[config.mk]
export PLATFORM = sky130hd
export DESIGN_NAME = fetch_stage
export DESIGN_NICKNAME = d
export VERILOG_FILES = /design/src/rtl/fetch_stage.sv
export SDC_FILE = /design/constraint.sdc
export NUM_CORES = 1
export LEC_CHECK = 0
export CAP_MARGIN = 40
export CORE_ASPECT_RATIO = 2
export CORE_UTILIZATION = 55
export CTS_CLUSTER_SIZE = 28
export DETAILED_ROUTE_END_ITERATION = 10
export GPL_ROUTABILITY_DRIVEN = 0
export PLACE_DENSITY = 0.91
export SLEW_MARGIN = 10
export SYNTH_ARGS = -nofsm -noshare
export SYNTH_HDL_FRONTEND = slang
export SYNTH_SLANG_ARGS = --single-unit
[constraint.sdc]
create_clock -name clk -period 12.55 [get_ports clk]
set_input_delay 3.1375 -clock clk [delete_from_list [all_inputs] [get_ports clk]]
set_output_delay 3.1375 -clock clk [all_outputs]
set_load 0.01 [all_outputs]
[src/rtl/fetch_stage.sv]
// RV32 instruction-fetch stage: owns the PC, drives the imem request/ready
// handshake and presents the registered IF/ID bundle to decode.
module fetch_stage #(
   parameter logic [31:0] RESET_VECTOR = 32'h0000_0000,
   parameter logic [31:0] NOP_INSTR    = 32'h0000_0013
) (
   input  logic        clk,
   input  logic        reset,
   output logic        imemRead,
   output logic [31:0] imemAddr,
   input  logic        imemReady,
   input  logic [31:0] imemData,
   input  logic        stall,
   input  logic        redirect,
   input  logic [31:0] redirectTarget,
   output logic [31:0] instruction,
   output logic [31:0] pc,
   output logic [31:0] pcPlus4,
   output logic        valid
);

   typedef enum logic [1:0] {
      FETCH,
      HOLD,
      DISCARD
   } state_e;

   state_e      state_q, state_d;
   logic [31:0] pc_reg_q, pc_reg_d;
   logic [31:0] hold_q, hold_d;
   logic [31:0] pending_q, pending_d;
   logic [31:0] instr_q, instr_d;
   logic [31:0] pc_q, pc_d;
   logic [31:0] pc_plus4_q, pc_plus4_d;
   logic        valid_q, valid_d;
   logic [31:0] target;

   assign target = redirectTarget & ~32'd3;

   always_ff @(posedge clk or posedge reset) begin
      if (reset) begin
         state_q    <= FETCH;
         pc_reg_q   <= RESET_VECTOR;
         hold_q     <= '0;
         pending_q  <= '0;
         instr_q    <= NOP_INSTR;
         pc_q       <= '0;
         pc_plus4_q <= '0;
         valid_q    <= 1'b0;
      end else begin
         state_q    <= state_d;
         pc_reg_q   <= pc_reg_d;
         hold_q     <= hold_d;
         pending_q  <= pending_d;
         instr_q    <= instr_d;
         pc_q       <= pc_d;
         pc_plus4_q <= pc_plus4_d;
         valid_q    <= valid_d;
      end
   end

   always_comb begin
      state_d    = state_q;
      pc_reg_d   = pc_reg_q;
      hold_d     = hold_q;
      pending_d  = pending_q;
      instr_d    = instr_q;
      pc_d       = pc_q;
      pc_plus4_d = pc_plus4_q;
      valid_d    = valid_q;
      imemRead   = 1'b0;
      imemAddr   = '0;

      unique case (state_q)
         FETCH: begin
            imemRead = 1'b1;
            imemAddr = pc_reg_q & ~32'd3;
            if (redirect) begin
               valid_d = 1'b0;
               instr_d = NOP_INSTR;
               if (imemReady) begin
                  pc_reg_d = target;
               end else begin
                  pending_d = target;
                  state_d   = DISCARD;
               end
            end else if (imemReady && !stall) begin
               instr_d    = imemData;
               pc_d       = pc_reg_q;
               pc_plus4_d = pc_reg_q + 32'd4;
               valid_d    = 1'b1;
               pc_reg_d   = pc_reg_q + 32'd4;
            end else if (imemReady) begin
               // Decode is stalled: park the word so the request can retire.
               hold_d  = imemData;
               state_d = HOLD;
            end else if (!stall) begin
               valid_d = 1'b0;
               instr_d = NOP_INSTR;
            end
         end
         HOLD: begin
            if (redirect) begin
               valid_d  = 1'b0;
               instr_d  = NOP_INSTR;
               pc_reg_d = target;
               state_d  = FETCH;
            end else if (!stall) begin
               instr_d    = hold_q;
               pc_d       = pc_reg_q;
               pc_plus4_d = pc_reg_q + 32'd4;
               valid_d    = 1'b1;
               pc_reg_d   = pc_reg_q + 32'd4;
               state_d    = FETCH;
            end
         end
         DISCARD: begin
            // Wait out the stale response before issuing the redirected fetch.
            imemRead = 1'b1;
            imemAddr = pc_reg_q & ~32'd3;
            valid_d  = 1'b0;
            instr_d  = NOP_INSTR;
            if (redirect) pending_d = target;
            if (imemReady) begin
               pc_reg_d = redirect ? target : pending_q;
               state_d  = FETCH;
            end
         end
         default: state_d = FETCH;
      endcase

      if (reset) imemRead = 1'b0;
   end

   assign instruction = instr_q;
   assign pc          = pc_q;
   assign pcPlus4     = pc_plus4_q;
   assign valid       = valid_q;

endmodule
## After elaboration in Yosys (flattened, before gate mapping)

Index checks and enable logic that the tools add are counted.
W data, S select, Z words.

| operators by class | value |
|---|---|
| $mul | 0 |
| multiplexer cells | 44 |
| reduce and logical (&&, ||, !) cells | 13 |
| divide/modulo/power cells | 0 |
| add/subtract/negate cells | 1 |
| eq/ne operators | 17 |
| shift operators | 0 |
| magnitude comparators | 0 |
| bitwise gates (word level) | 2 |

Operator list:

| operator | number |
|---|---|
| $mux W32 | 22 |
| $pmux W32 S2 | 3 |
| $pmux W32 S3 | 2 |
| $add A32 B3 Y32 const B | 1 |
| $ne A3 B3 Y1 const B | 6 |
| $reduce_and A5 Y1 | 3 |
| $mux W2 | 7 |
| $ne A2 B2 Y1 const B | 7 |
| $mux W1 | 8 |
| $ne A4 B4 Y1 const B | 2 |
| $reduce_and A4 Y1 | 2 |
| $pmux W2 S3 | 1 |
| $reduce_bool A2 Y1 | 2 |
| $pmux W1 S3 | 1 |
| $reduce_and A3 Y1 | 1 |
| $reduce_bool A3 Y1 | 1 |
| $eq A2 B1 Y1 const B | 1 |
| $eq A2 B2 Y1 const B | 1 |
| $logic_not A2 Y1 | 1 |
| $not A1 Y1 | 2 |
| $reduce_or A2 Y1 | 1 |
| $logic_and A1 B1 Y1 | 1 |
| $logic_not A1 Y1 | 1 |

| word-level totals | value |
|---|---|
| flip-flop bits (word level) | 195 |
| memory bits (read-only) | 0 |
| output and inout port bits | 130 |
| memories | 0 |
| bits in writable memories | 0 |
| latch bits | 0 |
| logic and storage cells | 85 |

## Longest topological paths before layout

Gate-level depths: netlist of the first run.

| depth | value |
|---|---|
| depth in word-level cells | 5 |
| gate-level depth with buffers | 11 |

## Worst setup path before layout of the first run

No wires, ideal clock.

| path | value |
|---|---|
| path type | input-to-output |
| start | input port reset |
| end | output port imemRead |
| stages | 1 |
| arrival | 3,307 ps |
| setup slack | 6,106 ps |
| path buffers | 0 |
| cells stage by stage | nor2_1 |

| on the way | value |
|---|---|
| longest elaborated chain between the ends | 1 |

RTL lines:

| item | line | text |
|---|---|---|
| from (decl) | 8 | `input logic reset,` |
| $mux W1 | 132 | `if (reset) imemRead = 1'b0;` |
| to (decl) | 9 | `output logic imemRead,` |

Every way passes these cells.

## Final worst setup path of the first run

Ends and elaborated chain as after synthesis.

==> flow_summary.json, run 1 <==
{
  "ys_seq_area_frac": 0.531,
  "skew_ns": 0.00823,
  "drive_gt1_frac": 0.120,
  "avgViaCountPerCell": 5.96,
  "grt_start_max_net_pins": 116,
  "hp-class": "reg -> reg",
  "grt-ovfl-total": 0,
  "fmax_ghz": 0.134,
  "critPathLaunchType": "input pin",
  "wl_per_cell_um": 19.0,
  "arrival_ns": 4.33,
  "finalSetupTns_ns": 0,
  "status": "completed",
  "switching_share": 0.383,
  "setup_viol": 0,
  "worstMarginPinSlew_ns": 0.955,
  "cts_inserted_buffers": 17,
  "io_pins": 199,
  "synth.largest_area_cell": "dfrtp_1",
  "remaining_drc_errors": 0,
  "layout_min_cycle_time_ns": 7.47,
  "power.leakage_nw": 5.09,
  "ctsHoldBuffers": 0,
  "power.net_switching_mw": 1.16,
  "clk_path_buf_depth": 2,
  "die_y_um": 184,
  "grtUsageTotal": 0.295,
  "synth-seq-cells": 193,
  "path_class": "in -> out",
  "yosys-top-cells-area": "dfrtp_1, mux2_2, nand2_1, o21ai_0, a21oi_1",
  "post_cts_buffers": 0,
  "cts.sinks": 193,
  "combPwrFrac": 0.450,
  "grt_pass1_wl_um": 39000,
  "power_frac_clock": 0.171,
  "cp-end-kind": "primary output",
  "initial_utilization": 0.560,
  "cts_tree": "done",
  "drv_slew": 0,
  "critPathMaxStageDelay_ns": 0.54,
  "place.detailed.hpwl_um": 16500,
  "ys_top_cells_by_count": "dfrtp_1, nand2_1, o21ai_0",
  "synth.top_cell.area_share": 0.522,
  "ctsResizeCount": 0,
  "via_count": 7643,
  "power_mw": 3.04,
  "fp.coreArea_um2": 16300,
  "die-area_um2": 17100,
  "async_flop_share": 1.00,
  "slowest_stage": "clkdlybuf4s50_1",
  "synthToLayoutAreaGrowth_pct": 29.0,
  "clock_latency_ns": 0.43,
  "grt_pass1_vias": 7848,
  "rsz0062_at_grt": "false",
  "path_cells": "clkdlybuf4s50_1 -> nor2_1 -> clkdlybuf4s50_1",
  "yosysMostFrequentCell": "dfrtp_1",
  "synth_area_um2": 9110,
  "rows": 66,
  "fin_crit_sh": 0.595,
  "clkSlewWorstSetupHoldPaths_ns": 0.07,
  "seq_power_share": 0.379,
  "ctsRootBufferMaster": "clkbuf_16",
  "hold_violations": 0,
  "crit_required_ns": 9.41,
  "syn-instance-count": 914,
  "ir_worst_vdd_mv": 0.154,
  "synth-edff-count": 0,
  "fin_nets": 1140,
  "routed_wl_um": 24300,
  "synth_ff_type": "dfrtp_1",
  "syn_area_per_cell_um2": 9.97,
  "antenna_found_initial": 1,
  "drv_cap": 0,
  "finish.utilization": 0.722,
  "yosys_warnings": 0,
  "cp_max_fo": 2,
  "drt_iter0_drc": 523,
  "ant_nets": 0,
  "placement.io_buffers": 194,
  "dieWidth_um": 93,
  "ys_types": 54,
  "drtPass1Iterations": 5,
  "power_density_nw_per_um2": 259,
  "crit_top_cell": "clkdlybuf4s50_1",
  "p_int_mw": 1.87,
  "htree_levels": 4,
  "max_slew_margin": 0.359
}
[through the flow]
step           std cells  cell area, µm²  hold slack (ns)  setup WS, ns
4_1_cts             1282           11700            0.479          5.08
3_5_place_dp        1251           11200            0.461          5.08
2_1_floorplan        915            9110            0.439          4.16
6_report            1283           11700            0.475          5.08
5_1_grt             1283           11700            0.501          5.06
3_3_place_gp        1246           11100            0.459          5.09
[layout make-up]
class / instances / area [µm²]
Fill cell: 1104 / 4520
Sequential cell: 193 / 4830
Multi-Input combinational cell: 623 / 3890
Tap cell: 204 / 255
Timing Repair Buffer: 210 / 2120
Clock inverter: 13 / 120
Clock buffer: 18 / 439
Antenna cell: 1 / 2.50
Inverter: 21 / 86.3
[power by group through the flow]
stage	sequential, mW	combinational, mW	clock [mW]
3_5_place_dp	1.15	1.36	0
5_1_grt	1.19	1.49	0.548
6_report	1.15	1.37	0.520
4_1_cts	1.15	1.37	0.526
2_1_floorplan	1.13	0.738	0
3_3_place_gp	1.14	1.28	0
[per-layer routing]
| layer | part of all wire | GRT usage | wire (µm) | up-vias |
|---|---|---|---|---|
| li1 | - | - | - | 3470 |
| met1 | 0.35 | 0.326 | 8460 | 3734 |
| met2 | 0.54 | 0.498 | 13000 | 352 |
| met3 | 0.057 | 0.0612 | 1380 | 87 |
| met4 | 0.059 | 0.209 | 1440 | 0 |
| met5 | 0 | 0 | 0 | - |
[path summary, 6_finish.rpt]
check | to | slack, ns | startpoint | cells after the start
worst max-delay path | imemRead | 5.08 | reset | 3
worst min-delay path | pc[13] | 0.48 | pc[13] | 2
worst max register to register | pc_reg_q[28] | 9.71 | pc_reg_q[2] | 6
worst min register to register | pc[13] | 0.48 | pc[13] | 2
max in group asynchronous | instruction[1] | 7.91 | reset | 4
min in group asynchronous | instruction[23] | 3.26 | reset | 2
[layout by cell type, fill, tap and decap left out, types with 20 or more instances in the layout]
cell type and instances:
clkdlybuf4s50_1 194, dfrtp_1 190, nand2_1 147, o21ai_0 77, nor2_1 65, mux2_2 61, a21oi_1 57, a22oi_1 35
xnor2_1 21, nor2b_1 21, inv_1 20
[critical path: cells and delay by family]
kind / cells / cell delay [ns]
simple gates: 1 / 0.14
buf+inv: 2 / 1.05
[flip-flops by register name (all words and copies together) (netlist names)]
name	flops
pc_reg_q	32
state_q	2
pending_q	32
pcPlus4	30
valid	1
pc	32
instruction	32
hold_q	32
[logic make-up (layout without fill, tap and decap cells)]
kind of cell	after synthesis	after routing	share of synthesized area
other	1	3	0.000412
flip-flops	193	193	0.531
adder cells (fa/ha/maj)	5	5	0.00687
multiplexers	65	65	0.0798
XOR/XNOR	28	28	0.0269
AND/OR/NAND/NOR	291	291	0.152
AO/OA/AOI/OAI	232	232	0.158
buffers and inverters	99	262	0.0452
Power figures use the tool's default switching activity.
==> run 2, diff against run 1 <==
CORE_UTILIZATION = 51   (was 55)
PLACE_DENSITY = 0.85   (was 0.91)
clock period = 7.85 ns   (was 12.55 ns; I/O delays follow)
==> run 2 against run 1 <==
  * Sequential share of layout area down 0.16 points
  * Routed wire length down 0.75%
  * Sequential power up 61%
  * Critical path depth unchanged
  * Register-to-register slack worse by 5.2 ns
  * Clock power up 74%
  * Non-clock buffer count unchanged
==> flow_summary.json, run 2 (synthesis results as in run 1) <==
{
  "status": "completed",
  "rows": 68,
  "setup_viol": 0,
  "arrival_ns": 3.15,
  "cts_tree": "done",
  "drt_iter0_drc": 473,
  "cts_inserted_buffers": 17,
  "finish.utilization": 0.679,
  "grt_pass1_wl_um": 38400,
  "grt-ovfl-total": 0,
  "dp_worst_setup_slack_ns": 2.72,
  "io_pins": 199,
  "rsz0062_at_grt": "false",
  "dieWidth_um": 96.5,
  "avgViaCountPerCell": 5.78,
  "finalNonFillerCells": 1290,
  "power_mw": 4.90,
  "crit_required_ns": 5.89,
  "placement.io_buffers": 194,
  "path_class": "in -> out",
  "ctsRootBufferMaster": "clkbuf_16",
  "routed_wl_um": 24100,
  "skew_ns": 0.00788,
  "hold_violations": 0,
  "finalSetupTns_ns": 0,
  "fmax_ghz": 0.196,
  "antenna_found_initial": 1,
  "die_y_um": 191,
  "grt_pass1_vias": 7642,
  "seq_area_um2": 4830,
  "cp-end-kind": "primary output",
  "place.detailed.hpwl_um": 16700,
  "postPlaceCellArea_um2": 11200,
  "num-fill-cells": 1341,
  "fp.coreArea_um2": 17400,
  "post_cts_buffers": 0,
  "hp-class": "reg -> reg",
  "initial_utilization": 0.525,
  "final_cell_area_um2": 11800,
  "clk_path_buf_depth": 2,
  "drtPass1Iterations": 5,
  "synthToLayoutAreaGrowth_pct": 29.5,
  "remaining_drc_errors": 0,
  "clkSlewWorstSetupHoldPaths_ns": 0.07,
  "max_slew_margin": 0.384,
  "whs_ns": 0.476,
  "ant_nets": 0,
  "htree_levels": 4,
  "die-area_um2": 18400,
  "fin_crit_sh": 0.651,
  "fin_nets": 1140,
  "worstMarginPinSlew_ns": 0.918,
  "drv_slew": 0,
  "ir_worst_vdd_mv": 0.215,
  "drive_gt1_frac": 0.120,
  "layout_min_cycle_time_ns": 5.11,
  "power_density_nw_per_um2": 415,
  "cp_max_fo": 2,
  "dp.cells": 1257,
  "multiInputGateArea_um2": 3890,
  "drv_cap": 0,
  "grtUsageTotal": 0.275,
  "cts.sinks": 193,
  "ctsHoldBuffers": 0,
  "ctsResizeCount": 0,
  "layout_setup_ws_ns": 2.74,
  "power.leakage_nw": 5.11,
  "critPathLaunchType": "input pin",
  "wl_per_cell_um": 18.7,
  "final_cell_mix": "clkdlybuf4s50_1, dfrtp_1, nand2_1",
  "mostFrequentLayoutCell": "clkdlybuf4s50_1",
  "clock_latency_ns": 0.42,
  "via_count": 7456,
  "grt_start_max_net_pins": 100
}
[run 2: changes by cell type in the layout (fill, tap and decap cells not counted)]
| cell | change |
|---|---|
| clkinv_8 | +2 |
| bufinv_16 | +2 |
| clkbuf_8 | -1 |
| clkinvlp_4 | -3 |
| clkinv_4 | +3 |
| buf_8 | +1 |
| inv_6 | -1 |
| buf_4 | +1 |
| buf_12 | -1 |
| buf_16 | -1 |
| inv_8 | -1 |
[run 2: worst max-delay path: stages]
cell             delay [ns]
clkdlybuf4s50_1        0.50
nor2_1                 0.14
clkdlybuf4s50_1        0.54
[run 2: cell type report]
type                    count  share of cell area
diodes                      1            0.000212
clock inverters            15              0.0167
repair buffers            210               0.178
flip-flops and latches    193               0.410
multi-input cells         623               0.330
clock buffers              17              0.0361
well taps                 210              0.0223
inverters                  21             0.00732
[run 2: where the power goes]
part / total [mW] / internal (mW) / switching, mW / leakage [nW]
sequential: 1.85 / 1.47 / 0.379 / 2.40
combinational: 2.15 / 1.09 / 1.06 / 2.41
clock: 0.903 / 0.487 / 0.416 / 0.303
[run 2: worst paths after layout]
path / from / end / slack [ns] / cells past startpoint
setup / recovery: reset / imemRead / 2.74 / 3
hold / removal: pc_reg_q[1] / pc[1] / 0.48 / 2
setup reg to reg: state_q[0] / pending_q[24] / 4.54 / 9
hold reg to reg: pc_reg_q[1] / pc[1] / 0.48 / 2
max in group asynchronous: reset / pc[1] / 4.30 / 4
min in group asynchronous: reset / pc[23] / 1.93 / 2
[run 2: routing by layer]
metal	GRT usage	share of wire	up-vias	wire, µm
met5	0	0	-	0
met4	0.144	0.042	0	1020
met3	0.0541	0.046	59	1110
met2	0.491	0.54	248	13100
met1	0.297	0.37	3666	8860
li1	-	-	3483	-
==> run 3, diff against run 2 <==
clock period = 5.21 ns   (was 7.85 ns; I/O delays follow)
==> run 3 against run 2 <==
  * Register-to-register slack worse by 2.1 ns
  * Flip-flop and latch count stayed put
  * Global-route usage shrank 0.15 points
  * Clock power rose by 38%
  * Critical path depth unchanged
  * Hold slack better by 0.0016 ns
  * Largest cell class unchanged
  * Die area unchanged
  * First-iteration DRC count grew 1.9%
  * Clock skew is 0.0057 ns higher
  * Combinational power is 51% higher
  * Non-clock buffer count up 2
  * Via count shrank 0.55%
==> flow_summary.json, run 3 (synthesis results as in run 1) <==
{
  "status": "completed",
  "arrival_ns": 2.42,
  "mostFrequentLayoutCell": "clkdlybuf4s50_1",
  "initial_utilization": 0.525,
  "rows": 68,
  "power_mw": 7.25,
  "grtUsageTotal": 0.274,
  "finalSetupTns_ns": 0,
  "via_count": 7415,
  "ctsRootBufferMaster": "clkbuf_16",
  "avgViaCountPerCell": 5.73,
  "path_class": "in -> out",
  "cp-end-kind": "primary output",
  "ir_worst_vdd_mv": 0.407,
  "num-fill-cells": 1334,
  "path_cells": "clkdlybuf4s50_1 -> nor2_1 -> clkdlybuf4s50_1",
  "top_layer": "met4",
  "wl_met1_um": 8930,
  "whs_ns": 0.477,
  "placement.io_buffers": 194,
  "fin_nets": 1142,
  "layout_min_cycle_time_ns": 3.72,
  "drt_iter0_drc": 482,
  "finish.utilization": 0.676,
  "ant_nets": 0,
  "antenna_found_initial": 1,
  "io_pins": 199,
  "slowest_stage": "clkdlybuf4s50_1",
  "post_cts_buffers": 0,
  "cts_inserted_buffers": 17,
  "fp.coreArea_um2": 17400,
  "critPathLaunchType": "input pin",
  "place.detailed.hpwl_um": 16400,
  "clkSlewWorstSetupHoldPaths_ns": 0.08,
  "drive_gt1_frac": 0.121,
  "power.leakage_nw": 5.07,
  "worstMarginPinSlew_ns": 0.880,
  "synthToLayoutAreaGrowth_pct": 28.9,
  "fmax_ghz": 0.268,
  "setup_viol": 0,
  "critPathMaxStageDelay_ns": 0.54,
  "crit_required_ns": 3.91,
  "routed_wl_um": 24000,
  "crit_top_cell": "clkdlybuf4s50_1",
  "cts.sinks": 193,
  "fin_crit_sh": 0.715,
  "wl_met3_um": 1070,
  "final_cell_area_um2": 11700,
  "hp-class": "reg -> reg",
  "ctsHoldBuffers": 0,
  "die-area_um2": 18400,
  "grt-ovfl-total": 0,
  "cp_max_fo": 2,
  "drtPass1Iterations": 8,
  "final_cell_mix": "clkdlybuf4s50_1, dfrtp_1, nand2_1",
  "wl_met2_um": 13000,
  "dp.cells": 1259,
  "dieWidth_um": 96.5,
  "clk_path_buf_depth": 2,
  "power_density_nw_per_um2": 618,
  "drv_cap": 0,
  "die_y_um": 191,
  "max_slew_margin": 0.409,
  "finalNonFillerCells": 1293,
  "grt_start_max_net_pins": 150,
  "cts_tree": "done",
  "remaining_drc_errors": 0,
  "layout_setup_ws_ns": 1.49,
  "grt_pass1_vias": 7462,
  "wl_per_cell_um": 18.6,
  "hold_violations": 0,
  "ctsResizeCount": 0,
  "grt_pass1_wl_um": 38100,
  "rsz0062_at_grt": "false",
  "skew_ns": 0.0136,
  "postPlaceCellArea_um2": 11200,
  "clock_latency_ns": 0.43,
  "htree_levels": 4,
  "drv_slew": 0,
  "dp_worst_setup_slack_ns": 1.48
}
-- run 3: area by class of cell --
type / instances / area [µm²] / share of cell area
timing repair buffer: 212 / 2110 / 0.180
tap: 210 / 263 / 0.0224
clock buffer: 18 / 429 / 0.0366
multi-input combinational: 623 / 3890 / 0.332
antenna: 2 / 5.00 / 0.000426
sequential: 193 / 4830 / 0.412
inverter: 21 / 82.6 / 0.00703
clock inverter: 14 / 126 / 0.0108
-- run 3: where the power goes --
group,switching (mW),total (mW),internal (mW)
Sequential,0.541,2.75,2.21
Combinational,1.60,3.25,1.65
Clock,0.619,1.25,0.627
Total,2.76,7.25,4.49
-- run 3: critical path: cells and delay by family --
kind | cells | cell delay, ns
simple gates | 1 | 0.12
buf+inv | 2 | 1.00
-- run 3: path summary, 6_finish.rpt --
check / from / end / slack (ns) / cells after the start
setup / recovery: reset / imemRead / 1.49 / 3
hold / removal: pc[11] / pc[11] / 0.48 / 2
setup reg to reg: pc_reg_q[2] / pc_reg_q[28] / 2.41 / 6
hold reg to reg: pc[11] / pc[11] / 0.48 / 2
max in group asynchronous: reset / hold_q[0] / 3.08 / 3
min in group asynchronous: reset / pc[21] / 1.42 / 3
-- run 3: routing by layer --
layer,GRT usage,vias up
li1,-,3473
met4,0.144,0
met1,0.299,3644
met5,0,-
met2,0.489,244
met3,0.0477,54
